$ cat src/rtl/logit_vote_pkg.sv
// Shared types and width helpers for the logit vote decoder and its argmax scanner.
package logit_vote_pkg;

  typedef enum logic [2:0] {
    IDLE,
    READ,
    CAPT,
    SCAN,
    VOTE,
    EMIT
  } state_t;

  function automatic int idx_width(input int n);
    return (n > 1) ? $clog2(n) : 1;
  endfunction

  function automatic int margin_width(input int nbits);
    return nbits + 1;
  endfunction

endpackage

$ cat src/rtl/logit_vote_decoder_argmax_scan.sv
// Serial signed argmax: tracks best, second-best and winning index, one element per cycle.
module argmax_scan
  import logit_vote_pkg::*;
#(
  parameter int NClasses = 3,
  parameter int NBits    = 12,
  parameter int IW       = idx_width(NClasses)
) (
  input  logic                    clk_in,
  input  logic                    rst_in,
  input  logic                    start,
  input  logic signed [NBits-1:0] first_in,
  input  logic signed [NBits-1:0] elem_in,
  output logic        [IW-1:0]    elem_idx,
  output logic                    done,
  output logic signed [NBits-1:0] best,
  output logic signed [NBits-1:0] second,
  output logic        [IW-1:0]    idx
);

  localparam logic signed [NBits-1:0] MostNeg = {1'b1, {(NBits-1){1'b0}}};

  logic          active_q;
  logic [IW-1:0] i_q;

  assign elem_idx = i_q;
  assign done     = active_q && (i_q == IW'(NClasses - 1));

  always_ff @(posedge clk_in) begin
    if (rst_in) begin
      active_q <= 1'b0;
      i_q      <= '0;
    end else if (start) begin
      active_q <= 1'b1;
      i_q      <= IW'(1);
    end else if (active_q) begin
      if (done) active_q <= 1'b0;
      else      i_q      <= i_q + IW'(1);
    end
  end

  // Strict compares so equal values never displace the lower index.
  always_ff @(posedge clk_in) begin
    if (start) begin
      best   <= first_in;
      second <= MostNeg;
      idx    <= '0;
    end else if (active_q) begin
      if (elem_in > best) begin
        second <= best;
        best   <= elem_in;
        idx    <= i_q;
      end else if (elem_in > second) begin
        second <= elem_in;
      end
    end
  end

endmodule

$ cat src/rtl/logit_vote_decoder.sv
// Drains logit vectors, picks the argmax, debounces it by vote and emits class changes.
// Optional margin gating (abstain on low top-two gap) is enabled by LOGIT_VOTE_MARGIN_EN.
module logit_vote_decoder
  import logit_vote_pkg::*;
#(
  parameter int NClasses  = 3,
  parameter int NBits     = 12,
  parameter int VoteDepth = 4,
  parameter int MinMargin = 8
) (
  input  logic                                 clk_in,
  input  logic                                 rst_in,
  input  logic                                 in_vec_valid,
  input  logic [NClasses-1:0][NBits-1:0]       in_logits,
  output logic                                 rd_out,
  output logic                                 cmd_valid,
  input  logic                                 cmd_ready,
  output logic [idx_width(NClasses)-1:0]       cmd_class,
  output logic [margin_width(NBits)-1:0]       cmd_margin,
  output logic                                 busy
);

  localparam int IW = idx_width(NClasses);
  localparam int MW = margin_width(NBits);
  localparam int CW = $clog2(VoteDepth + 1);

`ifdef LOGIT_VOTE_MARGIN_EN
  localparam bit MarginGate = 1'b1;
`else
  localparam bit MarginGate = 1'b0;
`endif

  state_t state_q, state_d;

  logic [NClasses-1:0][NBits-1:0] vec_p0;
  logic [IW-1:0]                  cand_q, cand_nxt;
  logic [CW-1:0]                  count_q, cnt_nxt;
  logic                           issued_q;
  logic [IW-1:0]                  cmd_class_q;
  logic [MW-1:0]                  cmd_margin_q;

  logic                    scan_start, scan_done;
  logic [IW-1:0]           scan_elem_idx, win_idx;
  logic signed [NBits-1:0] scan_elem, win_best, win_second;
  logic signed [MW-1:0]    margin_s;
  logic [MW-1:0]           margin_u;
  logic                    abstain, emit_ok;

  // Capture stage: one-cycle FIFO read latency, data only
  always_ff @(posedge clk_in) begin
    if (state_q == CAPT) vec_p0 <= in_logits;
  end

  assign scan_start = (state_q == CAPT);
  assign scan_elem  = $signed(vec_p0[scan_elem_idx]);

  argmax_scan #(
    .NClasses(NClasses),
    .NBits   (NBits),
    .IW      (IW)
  ) u_scan (
    .clk_in  (clk_in),
    .rst_in  (rst_in),
    .start   (scan_start),
    .first_in($signed(in_logits[0])),
    .elem_in (scan_elem),
    .elem_idx(scan_elem_idx),
    .done    (scan_done),
    .best    (win_best),
    .second  (win_second),
    .idx     (win_idx)
  );

  // Vote stage: both operands sign-extended, so the gap cannot overflow
  assign margin_s = $signed({win_best[NBits-1], win_best}) - $signed({win_second[NBits-1], win_second});
  assign margin_u = $unsigned(margin_s);

  always_comb begin
    abstain  = MarginGate && (margin_u < MW'(MinMargin));
    cand_nxt = cand_q;
    cnt_nxt  = count_q;
    if (abstain) begin
      cnt_nxt = '0;
    end else if (win_idx == cand_q) begin
      cnt_nxt = (count_q >= CW'(VoteDepth)) ? count_q : count_q + CW'(1);
    end else begin
      cand_nxt = win_idx;
      cnt_nxt  = CW'(1);
    end
    emit_ok = !abstain && (cnt_nxt == CW'(VoteDepth)) && (!issued_q || (cand_nxt != cmd_class_q));
  end

  always_comb begin
    state_d = state_q;
    unique case (state_q)
      IDLE:    if (in_vec_valid) state_d = READ;
      READ:    state_d = CAPT;
      CAPT:    state_d = SCAN;
      SCAN:    if (scan_done) state_d = VOTE;
      VOTE:    state_d = emit_ok ? EMIT : IDLE;
      EMIT:    if (cmd_ready) state_d = IDLE;
      default: state_d = IDLE;
    endcase
  end

  always_ff @(posedge clk_in) begin
    if (rst_in) begin
      state_q      <= IDLE;
      cand_q       <= '0;
      count_q      <= '0;
      issued_q     <= 1'b0;
      cmd_class_q  <= '0;
      cmd_margin_q <= '0;
    end else begin
      state_q <= state_d;
      if (state_q == VOTE) begin
        cand_q  <= cand_nxt;
        count_q <= cnt_nxt;
        if (emit_ok) begin
          cmd_class_q  <= cand_nxt;
          cmd_margin_q <= margin_u;
        end
      end
      if ((state_q == EMIT) && cmd_ready) issued_q <= 1'b1;
    end
  end

  assign rd_out     = (state_q == READ);
  assign cmd_valid  = (state_q == EMIT);
  assign busy       = (state_q != IDLE);
  assign cmd_class  = cmd_class_q;
  assign cmd_margin = cmd_margin_q;

endmodule

$ cat config.mk
export PLATFORM = sky130hd
export DESIGN_NAME = logit_vote_decoder
export DESIGN_NICKNAME = d
export VERILOG_FILES = /design/src/rtl/logit_vote_pkg.sv /design/src/rtl/logit_vote_decoder_argmax_scan.sv /design/src/rtl/logit_vote_decoder.sv
export SDC_FILE = /design/constraint.sdc
export NUM_CORES = 1
export LEC_CHECK = 0
export ABC_CLOCK_PERIOD_IN_PS = 7200
export CAP_MARGIN = 25
export CELL_PAD_IN_SITES_DETAIL_PLACEMENT = 1
export CELL_PAD_IN_SITES_GLOBAL_PLACEMENT = 1
export CORE_ASPECT_RATIO = 1.5
export CORE_MARGIN = 2
export CORE_UTILIZATION = 46
export CTS_BUF_LIST = sky130_fd_sc_hd__clkbuf_4
export DETAILED_ROUTE_END_ITERATION = 8
export PLACE_DENSITY = 0.84
export SETUP_SLACK_MARGIN = 0.3
export SYNTH_ARGS = -nofsm -noshare
export SYNTH_HDL_FRONTEND = slang
export SYNTH_SLANG_ARGS = --single-unit
$ cat constraint.sdc
create_clock -name clk_in -period 7.2 [get_ports clk_in]
set_input_delay 1.44 -clock clk_in [delete_from_list [all_inputs] [get_ports clk_in]]
set_output_delay 1.44 -clock clk_in [all_outputs]
set_load 0.03 [all_outputs]
# Word-level counts from Yosys, hierarchy flattened
# Index checks and enable logic that the tools add are counted.
# totals
ff_bits,89
output_inout_bits,18
in_bits,40
# classes
n_eq_ne,13
n_lt_le_gt_ge,4
n_mux,21
addsub,3
n_bitwise,1
reduce_logical,18
# ops
op,n
$mux 12,6
$bmux 12 s2,1
$gt 12x12->1,2
$mux 3,6
$pmux 3 s6,1
$sub 12x12->13,1
$reduce_and 2->1,6
$eq 3x3->1 const B,3
$eq 3x2->1 const B,2
$mux 1,6
$ne 2x2->1 const B,3
$reduce_bool 2->1,3
$add 3x1->3 const B,1
$eq 3x1->1 const B,1
$ge 3x3->1 const B,1
$logic_and 1x1->1,3
$logic_not 3->1,1
$lt 2x3->1 const B,1
$reduce_and 3->1,1
$reduce_bool 3->1,1
$add 2x1->2 const B,1
$eq 2x2->1,1
$eq 2x2->1 const B,1
$mux 2,1
other kinds (6),6

# Logic depth before layout (Yosys ltp)
# Gate-level depths: netlist (run 1).
# logic_depth
word_depth,7
ltp_mapped,16
ltp_nobuf,13

# Modules after synthesis
# Synthesis (run 1) repeated with hierarchy kept, for this count alone.
# unflattened
cells_unflattened,532
area_unflattened_um2,5281.3
# by_module_without_submodules
module,instances,cells_per_inst,seq_area_each_um2,area_each_um2
logit_vote_decoder,1,274,1561.5,2966.6
argmax_scan,1,258,700.7,2314.7

# Worst setup path before layout (run 1)
# Ideal clock, no wire load.
# synth_timing
path_kind,register to register
from,"register u_scan.i_q[0], in the netlist u_scan.elem_idx[0]"
to,register u_scan.second[10]
t_arrival_ns,3.039
setup_ns,0.083
setup_slack_ns,4.078
stages_incl_launch_ff,15
period_less_slack_ns,3.122
cell_sequence,dfxtp_1 -> buf_2 -> buf_4 -> mux2i_1 -> o21ai_0 -> ha_1 -> a21oi_1 -> a21oi_1 -> nor2_1 -> nand3_1 -> mux2i_4 -> o2bb2ai_4 -> buf_8 -> mux2_4 -> nor2_1
# synth_between
elab_chain_cells,5
# synth_lines
element,line,rtl
start: declaration,logit_vote_decoder_argmax_scan.sv:24,logic [IW-1:0] i_q;
start signal: assignment,logit_vote_decoder_argmax_scan.sv:38,else i_q <= i_q + IW'(1);
$bmux 12 s2 *,logit_vote_decoder.sv:55,assign scan_elem = $signed(vec_p0[scan_elem_idx]);
$mux 12 (implied by the code) *,logit_vote_decoder.sv:55,
$gt 12x12->1 (on tied branches),"logit_vote_decoder_argmax_scan.sv:53, logit_vote_decoder_argmax_scan.sv:49",
$reduce_bool 2->1 (no source line),n/a,
$reduce_and 2->1 (no source line),n/a,
end signal: assignment,logit_vote_decoder_argmax_scan.sv:46,second <= MostNeg;
end signal: assignment,logit_vote_decoder_argmax_scan.sv:50,second <= best;
end signal: assignment,logit_vote_decoder_argmax_scan.sv:54,second <= elem_in;
end: declaration,logit_vote_decoder_argmax_scan.sv:17,"output logic signed [NBits-1:0] second,"
# Every way passes the cells marked *; elsewhere a longest branch is shown, timed or not. The select of a mux whose other input is x is not followed.
# A chain may end at the register's enable or synchronous reset.

# Worst setup path in the final report (run 1)
# layout_timing
from,"register u_scan.i_q[0], in the netlist u_scan.elem_idx[0]"
to,register u_scan.best[0] (enable)
# layout_between
elab_chain_cells,5
# layout_lines
element,line,rtl
$bmux 12 s2,logit_vote_decoder.sv:55,
$mux 12 (implied by the code),logit_vote_decoder.sv:55,
$gt 12x12->1,logit_vote_decoder_argmax_scan.sv:49,if (elem_in > best) begin
$reduce_bool 2->1 (no source line),n/a,
$reduce_and 2->1 (no source line),n/a,
end signal: assignment,logit_vote_decoder_argmax_scan.sv:45,best <= first_in;
end signal: assignment,logit_vote_decoder_argmax_scan.sv:51,best <= elem_in;
end: declaration,logit_vote_decoder_argmax_scan.sv:16,"output logic signed [NBits-1:0] best,"
# No other way between the ends. The select of a mux whose other input is x is not followed.

==> reports/metrics.cfg, run 1 <==
[sta]
finalSetupViolCount=0
fmax_mhz=192
fin_crit_sh_pct=72.3
slew_viol_final=0
tns_ps=0
worst_slack_ps=2000
worst_pin_slew_ps=849
max-slew-margin-rel_pct=42.8
hold_violations=0
finClkSkew_ps=26.4
hold_slack_ps=484
rsz0062_at_grt=false
period_minus_slack_ps=5200

[clocking]
post_cts_buffers=0
cts-root-buf=clkbuf_4
cts-buffers-inserted=9
cts_tree=done
path_clk_slew_ps=140
post_cts_resized=0
clk_latency_ps=470
clock_sinks=89
clk_path_buf_depth=2
cts_htree_levels=3
holdBufCountCts=0

[drt]
drt-initial-drc-count=104
via_per_inst=5.57
vias=4113
wirelength_um=12900
antenna_left=0
first_pass_iters=4
wire_per_inst_um=17.5
remaining_drc_errors=0

[power]
pwr-share-comb_pct=45.6
powerDensity_nw_per_um2=284
ir_drop_v=0.000131
cellLeakagePower_nw=2.29
power_mw=1.70
p_sw_mw=0.649
power.internal_mw=1.05
sw_frac_of_total_pct=38.2
pwr-share-clk_pct=16.5
pwr-share-seq_pct=37.9

[die]
io_pins=58
row_count=47
dieArea_um2=12100
die_y_um=134
coreArea_um2=11000
chipWidth_um=90.6
start_util_pct=47.1

[yosys]
yosysSeqAreaShare_pct=43.7
synth_edf_count=48
synth_fp_nets=620
avgSynthCellArea_um2=9.59
synthArstFlopShare_pct=0
syn_area_um2=5180
yosysUniqueCellTypes=55
ys_ff_latch=89
synthCells=540
synthFlopType=edfxtp_1
ys_warn_count=0

[global_routing]
grt_overflow=0
grt_max_degree=45
antenna_found_initial=1
grt_usage_pct=22.2
grt_pass1_vias=4420
grt_pass1_wl_um=21300

[cells_and_area]
n_fill_cell=1262
drive_gt1_share_pct=6.26
layout_common_cells=nor2_1 (76), clkdlybuf4s50_1 (57), edfxtp_1 (48)
layout_commonest_cell=nor2_1
synthToLayoutAreaGrowth_pct=15.7
layout.cells.non_filler=739
final_nets=666

[placed_design]
dp_slack_ps=2020
gp_congestion=0.814
dpl.hpwl_um=10000
io_buffers=57
dpl.cell_count=722

[flow_run]
drv_cap=0

[worst_setup_path]
timing.rr.start=u_scan.elem_idx[0]
slowest_delay_ps=660
startpoint_type=flip-flop
regToRegSetupSlack_ps=2000
crit_top_cell=nand2_1
critPathKind=flip-flop to flip-flop
endpoint_kind=flip-flop
endpoint=u_scan.best[0]
arrival_ps=5310
required_ps=7300
critPathLaunch=u_scan.elem_idx[0]
r2r_end=u_scan.best[0]
path_cells=buf_4 > mux2i_1 > o21ai_0 > ha_1 > inv_1 > a21oi_1 > nor2_1 > nand3_1 > mux2i_4 > nand2_1 > nand2_1
path_max_fanout=23
r2r_cells=11
crit_slowest_cell=nor2_1

[run_status]
outcome=completed

[hold_path]
hp-class=flip-flop to flip-flop

[metal layers]
layer	up-vias	global-route usage, %	wire length (µm)
li1	2018	-	-
met1	1991	23.3	5220
met2	76	43.3	7050
met3	28	2.92	289
met4	0	10.0	388
met5	-	0	0
[state kept, by name (all words and copies together), names as in the netlist]
| signal | cells |
|---|---|
| u_scan.best | 12 |
| cmd_margin | 13 |
| state_q | 3 |
| issued_q | 1 |
| u_scan.elem_idx | 2 |
| u_scan.second | 12 |
| cand_q | 2 |
| u_scan.active_q | 1 |
| u_scan.idx | 2 |
| cmd_class | 2 |
| vec_p0 | 36 |
| count_q | 3 |
[critical path: cells and delay by family, from the launching register on]
kind                     cells  cell delay, ps
AO/OA/AOI/OAI                2             640
multiplexers                 2             550
buffers and inverters        2             780
flip-flops                   1             500
AND/OR/NAND/NOR              4            1910
adder cells (fa/ha/maj)      1             450
[logic make-up after synthesis]
group	after synthesis	share of synthesized area, %
multiplexers	29	6.60
AO/OA/AOI/OAI	133	16.9
XOR/XNOR	11	1.86
buffers and inverters	60	4.83
flip-flops	89	43.7
AND/OR/NAND/NOR	178	16.3
adder cells (fa/ha/maj)	40	9.81
[power by group through the flow]
| stage | clock network (mW) | registers (mW) | logic [mW] |
|---|---|---|---|
| after floorplan | 0 | 0.636 | 0.602 |
| after global placement | 0 | 0.653 | 0.723 |
| after detailed placement | 0 | 0.656 | 0.772 |
| after CTS | 0.290 | 0.644 | 0.777 |
| after global routing | 0.309 | 0.650 | 0.866 |
| final | 0.280 | 0.643 | 0.775 |
[final cells by class]
type,count,area [µm²],area share (%)
inverters,34,128,2.13
flip-flops and latches,89,2260,37.8
clock inverters,6,58.8,0.982
well taps,147,184,3.07
multi-input cells,391,2660,44.5
clock buffers,10,75.1,1.25
diodes,1,2.50,0.0418
repair buffers,61,613,10.2
[Yosys cell counts (all sizes together) (2+ instances only)]
cell     n  area (µm²)
mux2    10         139
edfxtp  48        1440
inv     33         124
nand3    9        45.0
a211oi   4        30.0
a31oi    3        18.8
ha      39         488
a21oi   43         215
a211o    2        17.5
clkbuf  17        63.8
nand2b  18         113
dfxtp   41         821
nor2    76         285
o211ai  12        90.1
or2      3        18.8
nand3b   3        22.5
mux2i   19         203
nand2   33         124
nor3    17        85.1
xnor2    7        61.3
or3      2        12.5
nor2b    6        37.5
o21ai   32         164
o211a    2        20.0
o22a    11        96.3
o31ai    3        22.5
nor3b    3        22.5
xor2     4        35.0
a21o     8        60.1
buf      9        58.8
o21a     4        30.0
nor4     2        27.5
nand4    3        25.0
[through the flow]
step	area, µm²	utilization, %
global route	5990	54.4
finish	5990	54.4
floorplan	5180	-
global placement	5830	53.0
detailed placement	5850	53.2
CTS	5980	54.4
[worst min-delay path by stage]
stage,startpoint,end,slack [ps],depth (start not counted)
after floorplan,issued_q,issued_q,440,2
after global placement,cand_q[1],cand_q[1],460,2
after detailed placement,cmd_margin[12],cmd_margin[12],470,2
after CTS,cand_q[1],cand_q[1],490,2
after global routing,cand_q[1],cand_q[1],520,2
final,cand_q[1],cand_q[1],480,2
No activity file was read; power rests on OpenSTA's default activity.
==> run 2, diff against run 1 <==
--- a/config.mk
+++ b/config.mk
@@ -5,16 +5,16 @@
 export SDC_FILE = /design/constraint.sdc
 export NUM_CORES = 1
 export LEC_CHECK = 0
-export ABC_CLOCK_PERIOD_IN_PS = 7200
+export ABC_CLOCK_PERIOD_IN_PS = 4200
 export CAP_MARGIN = 25
 export CELL_PAD_IN_SITES_DETAIL_PLACEMENT = 1
 export CELL_PAD_IN_SITES_GLOBAL_PLACEMENT = 1
 export CORE_ASPECT_RATIO = 1.5
 export CORE_MARGIN = 2
-export CORE_UTILIZATION = 46
+export CORE_UTILIZATION = 41
 export CTS_BUF_LIST = sky130_fd_sc_hd__clkbuf_4
 export DETAILED_ROUTE_END_ITERATION = 8
-export PLACE_DENSITY = 0.84
+export PLACE_DENSITY = 0.8
 export SETUP_SLACK_MARGIN = 0.3
 export SYNTH_ARGS = -nofsm -noshare
 export SYNTH_HDL_FRONTEND = slang
==> constraint.sdc (replaced) <==
create_clock -name clk_in -period 4.2 [get_ports clk_in]
set_input_delay 0.84 -clock clk_in [delete_from_list [all_inputs] [get_ports clk_in]]
set_output_delay 0.84 -clock clk_in [all_outputs]
set_load 0.03 [all_outputs]
==> run 2 against run 1 <==
- routed wire length shrank 0.70%
- register-to-register slack lost 1400 ps
- fmax grew 46%
- clock skew shrank 2.4 ps
- sequential power grew 71%
- global-route usage shrank 1.3 points
- critical path depth grew 2
- utilization shrank 5.0 points
- worst setup slack lost 1400 ps
- sequential share of layout area shrank 0.80 points
- highest routed layer unchanged
==> reports/metrics.cfg, run 2 (synthesized netlist as in run 1, its figures left out) <==
[cells_and_area]
drive_gt1_share_pct=9.23
regMostFlops=vec_p0
layout_common_cells=nor2_1 (76), clkdlybuf4s50_1 (57), edfxtp_1 (48)
final_nets=682
n_fill_cell=1406
layout_commonest_cell=nor2_1
synthToLayoutAreaGrowth_pct=18.2
largest_register_ffs=36

[worst_setup_path]
startpoint_type=flip-flop
timing.rr.start=u_scan.elem_idx[0]
r2r_cells=13
r2r_end=u_scan.second[1]
path_max_fanout=14
crit_slowest_cell=dfxtp_2
regToRegSetupSlack_ps=630
arrival_ps=3970
endpoint_kind=flip-flop
required_ps=4600
slowest_delay_ps=420
critPathKind=flip-flop to flip-flop
critPathLaunch=u_scan.elem_idx[0]
path_cells=buf_4 > mux2i_1 > o21ai_0 > buf_4 > ha_1 > nand4_2 > nor2_1 > o21ai_4 > a31o_4 > mux2i_4 > o2bb2ai_4 > mux2_2 > nor2_1

[hold_path]
worstHoldPathCells=2
hp-class=flip-flop to flip-flop
hold_start=cmd_margin[11]
min_to=cmd_margin[11]

[clocking]
clk_path_buf_depth=2
clock_sinks=89
cts_htree_levels=3
path_clk_slew_ps=150
holdBufCountCts=0
clk_latency_ps=450
cts-buffers-inserted=9
cts_tree=done
cts-root-buf=clkbuf_4

[die]
io_pins=58
chipWidth_um=95.7
row_count=50
coreArea_um2=12400
start_util_pct=41.8
dieArea_um2=13600
die_y_um=142

[global_routing]
grt_max_degree=42
grt_pass1_vias=4588
grt_pass1_wl_um=22100
antenna_found_initial=1
grt_overflow=0
grt_usage_pct=20.9

[sta]
finClkSkew_ps=24.0
worst_pin_slew_ps=821
slew_viol_final=0
fmax_mhz=280
max-slew-margin-rel_pct=45.3
finalSetupViolCount=0
hold_violations=0
worst_slack_ps=631
fin_crit_sh_pct=85.0
rsz0062_at_grt=false
period_minus_slack_ps=3570
tns_ps=0

[drt]
vias=4178
wire_per_inst_um=16.8
first_pass_iters=4
routed.top_layer=met4
route.layer.met1.wl_um=5120
drt-initial-drc-count=112
wl_met2_um=7050
antenna_left=0
wirelength_um=12900
via_per_inst=5.47
remaining_drc_errors=0
wl_met3_um=364

[power]
power_mw=2.95
powerDensity_nw_per_um2=482
cellLeakagePower_nw=2.37
ir_drop_v=0.000191

[flow_run]
drv_cap=0

[placed_design]
io_buffers=57
gp_congestion=0.839
dpl.hpwl_um=10100
dp_slack_ps=457

[run_status]
outcome=completed

==> run 2: cell types whose count changed in the layout (fill, tap and decap cells not counted), sizes merged <==
cell,previous run,this run
buf,4,20
clkinvlp,0,1
clkbuf,10,11
clkinv,5,0
inv,34,37
==> run 2: worst max path at each step <==
| stage | end | cells after the start |
|---|---|---|
| after floorplan | u_scan.second[10] | 14 |
| after global placement | u_scan.second[1] | 12 |
| after detailed placement | u_scan.second[1] | 12 |
| after CTS | u_scan.second[1] | 12 |
| after global routing | u_scan.second[2] | 13 |
| final | u_scan.second[1] | 13 |
==> run 2: layout make-up <==
class | count | area (µm²) | area share [%]
clock buffers | 11 | 82.6 | 1.35
multi-input cells | 391 | 2670 | 43.7
repair buffers | 77 | 721 | 11.8
well taps | 156 | 195 | 3.19
diodes | 1 | 2.50 | 0.0409
inverters | 34 | 128 | 2.09
flip-flops and latches | 89 | 2260 | 37.0
clock inverters | 5 | 56.3 | 0.920
==> run 2: critical path: cells and delay by family, from the launching register on <==
family / cells / cell delay, ps
AO/OA/AOI/OAI: 4 / 940
adder cells (fa/ha/maj): 1 / 290
buffers and inverters: 2 / 450
flip-flops: 1 / 420
multiplexers: 3 / 900
AND/OR/NAND/NOR: 3 / 500
==> run 2: what timing repair did <==
action | 4_1_cts | 5_1_grt
endpoints found under the setup margin | 0 | 24
buffers inserted | 0 | 0
gates resized for setup | 0 | 4
==> run 2: through the flow <==
step | utilization [%] | area [µm²] | hold slack, ps | cells
finish | 49.4 | 6120 | 483 | 764
global route | 49.4 | 6120 | 512 | 764
CTS | 49.3 | 6110 | 486 | 763
detailed placement | 48.2 | 5970 | 465 | 747
global placement | 48.2 | 5970 | 455 | 747
floorplan | - | 5180 | 436 | 540
==> run 2: power by group <==
part / total [mW] / switching [mW] / internal [mW]
logic: 1.36 / 0.747 / 0.618
registers: 1.10 / 0.0646 / 1.03
clock network: 0.491 / 0.295 / 0.196
total: 2.95 / 1.11 / 1.85
==> run 2: metal layers <==
| layer | GRT usage, % | vias up |
|---|---|---|
| met1 | 23.7 | 2025 |
| met4 | 7.67 | 0 |
| met3 | 3.66 | 21 |
| li1 | - | 2058 |
| met5 | 0 | - |
| met2 | 38.2 | 74 |
==> run 3, diff against run 2 <==
--- a/config.mk
+++ b/config.mk
@@ -5,7 +5,7 @@
 export SDC_FILE = /design/constraint.sdc
 export NUM_CORES = 1
 export LEC_CHECK = 0
-export ABC_CLOCK_PERIOD_IN_PS = 4200
+export ABC_CLOCK_PERIOD_IN_PS = 3050
 export CAP_MARGIN = 25
 export CELL_PAD_IN_SITES_DETAIL_PLACEMENT = 1
 export CELL_PAD_IN_SITES_GLOBAL_PLACEMENT = 1
==> constraint.sdc (replaced) <==
create_clock -name clk_in -period 3.05 [get_ports clk_in]
set_input_delay 0.61 -clock clk_in [delete_from_list [all_inputs] [get_ports clk_in]]
set_output_delay 0.61 -clock clk_in [all_outputs]
set_load 0.03 [all_outputs]
==> run 3 against run 2 <==
- non-clock buffer count grew 38
- cell area grew 14%
- sequential share of layout area is 4.4 points lower
- via count rose by 11%
- clock power is 59% higher
- sequential cell count did not move
- fmax up 18%
- critical path type unchanged
==> reports/metrics.cfg, run 3 (synthesized netlist as in run 1, its figures left out) <==
[run_status]
outcome=completed

[cells_and_area]
largest_register_ffs=36
drive_gt1_share_pct=22.8
regMostFlops=vec_p0
layout_commonest_cell=nor2_1
multi_input_area_um2=3090
synthToLayoutAreaGrowth_pct=34.5
design_area_um2=6960
final_nets=720
seqCellArea_um2=2270
layout_common_cells=nor2_1 (73), clkdlybuf4s50_1 (57), edfxtp_1 (48)
n_fill_cell=1347
layout.cells.non_filler=802

[worst_setup_path]
path_delay_family=compound AO/OA/AOI/OAI gates
endpoint_kind=flip-flop
critPathKind=flip-flop to flip-flop
required_ps=3430
crit_cells=16
timing.rr.start=u_scan.elem_idx[0]
r2r_end=u_scan.second[11]
path_buf_inv=4
r2r_cells=16
path_max_fanout=9
regToRegSetupSlack_ps=20
critPathLaunch=u_scan.elem_idx[0]
startpoint_type=flip-flop
crit_slowest_cell=dfxtp_4
path_cells=buf_6 > nor2b_4 > buf_4 > nand2_1 > o21ai_2 > buf_6 > ha_4 > nor2b_4 > o211ai_1 > a211o_1 > nand3_2 > mux2i_4 > o2bb2ai_4 > buf_8 > o211a_1 > o21ai_0
endpoint=u_scan.second[11]
slowest_delay_ps=440
arrival_ps=3420

[global_routing]
grt_pass1_vias=4919
grt_max_degree=54
antenna_found_initial=1
grt_pass1_wl_um=25300
grt_usage_pct=24.5
grt_overflow=0

[clocking]
clk_latency_ps=470
holdBufCountCts=0
cts-root-buf=clkbuf_4
clk_path_buf_depth=2
cts-buffers-inserted=9
path_clk_slew_ps=170
cts_tree=done
clock_sinks=89
cts_htree_levels=3

[placed_design]
placed_area_um2=6170
io_buffers=57
gp_congestion=0.873
dpl.cell_count=759
dpl.hpwl_um=10500

[die]
io_pins=58
coreArea_um2=12400
start_util_pct=41.8
dieArea_um2=13600
row_count=50
chipWidth_um=95.7
die_y_um=142

[sta]
period_minus_slack_ps=3030
finalSetupViolCount=0
fin_crit_sh_pct=99.5
rsz0062_at_grt=true
hold_violations=0
finClkSkew_ps=26.8
tns_ps=0
max-slew-margin-rel_pct=53.4
worst_pin_slew_ps=681
slew_viol_final=0
fmax_mhz=330
hold_slack_ps=479

[drt]
wirelength_um=17100
remaining_drc_errors=0
vias=4627
antenna_left=0
wire_per_inst_um=21.3
first_pass_iters=4
via_per_inst=5.77
drt-initial-drc-count=324

[power]
ir_drop_v=0.000437
powerDensity_nw_per_um2=713
power_mw=4.96
cellLeakagePower_nw=2.67

[hold_path]
hp-class=flip-flop to flip-flop

[flow_run]
drv_cap=0

-- run 3: cell types whose count changed in the layout (fill, tap and decap cells not counted), moves of 8 or more --
cell | previous run | this run
buf_4 | 20 | 41
ha_1 | 39 | 26
ha_4 | 0 | 13
buf_6 | 0 | 11
mux2i_1 | 18 | 7
o21ai_0 | 29 | 18
o21ai_2 | 0 | 9
mux2i_2 | 0 | 8
-- run 3: how the worst min path moves through the flow --
| stage | from | end | slack, ps | depth (start not counted) |
|---|---|---|---|---|
| floorplan | issued_q | issued_q | 440 | 2 |
| global placement | cand_q[1] | cand_q[1] | 460 | 2 |
| detailed placement | cand_q[0] | cand_q[0] | 470 | 2 |
| CTS | cand_q[0] | cand_q[0] | 490 | 2 |
| global route | cand_q[1] | cand_q[1] | 510 | 2 |
| finish | cmd_margin[12] | cmd_margin[12] | 480 | 2 |
-- run 3: cell type report --
type	count	share of cell area, %
Inverter	34	1.83
Tap cell	156	2.80
Antenna cell	1	0.0360
Timing Repair Buffer	115	16.1
Multi-Input combinational cell	391	44.4
Sequential cell	89	32.6
Clock inverter	7	1.33
Clock buffer	9	0.971
-- run 3: worst min-delay path, stage by stage, from the launching register on --
cell and delay [ps]:
dfxtp_1 340, inv_1 60, a221oi_2 50
-- run 3: what timing repair did --
action,CTS,global route
gates cloned,1,0
gates resized for setup,51,26
pin swaps,11,9
setup buffers,19,6
endpoints found under the setup margin,24,28
-- run 3: through the flow --
step	worst slack, ps	utilization [%]
final	15.6	56.2
after floorplan	238	-
after CTS	128	54.7
after global placement	147	49.8
after detailed placement	25.9	49.8
after global routing	-109	56.2
-- run 3: layer usage --
metal	GRT usage [%]	part of all wire (%)
met1	27.3	37
met2	44.9	55
met3	4.09	3.5
met4	9.85	4.4
met5	0	0
-- run 3: power breakdown --
group / switching (mW) / total, mW / internal, mW
Sequential: 0.107 / 1.53 / 1.42
Clock: 0.450 / 0.783 / 0.333
Combinational: 1.40 / 2.65 / 1.25
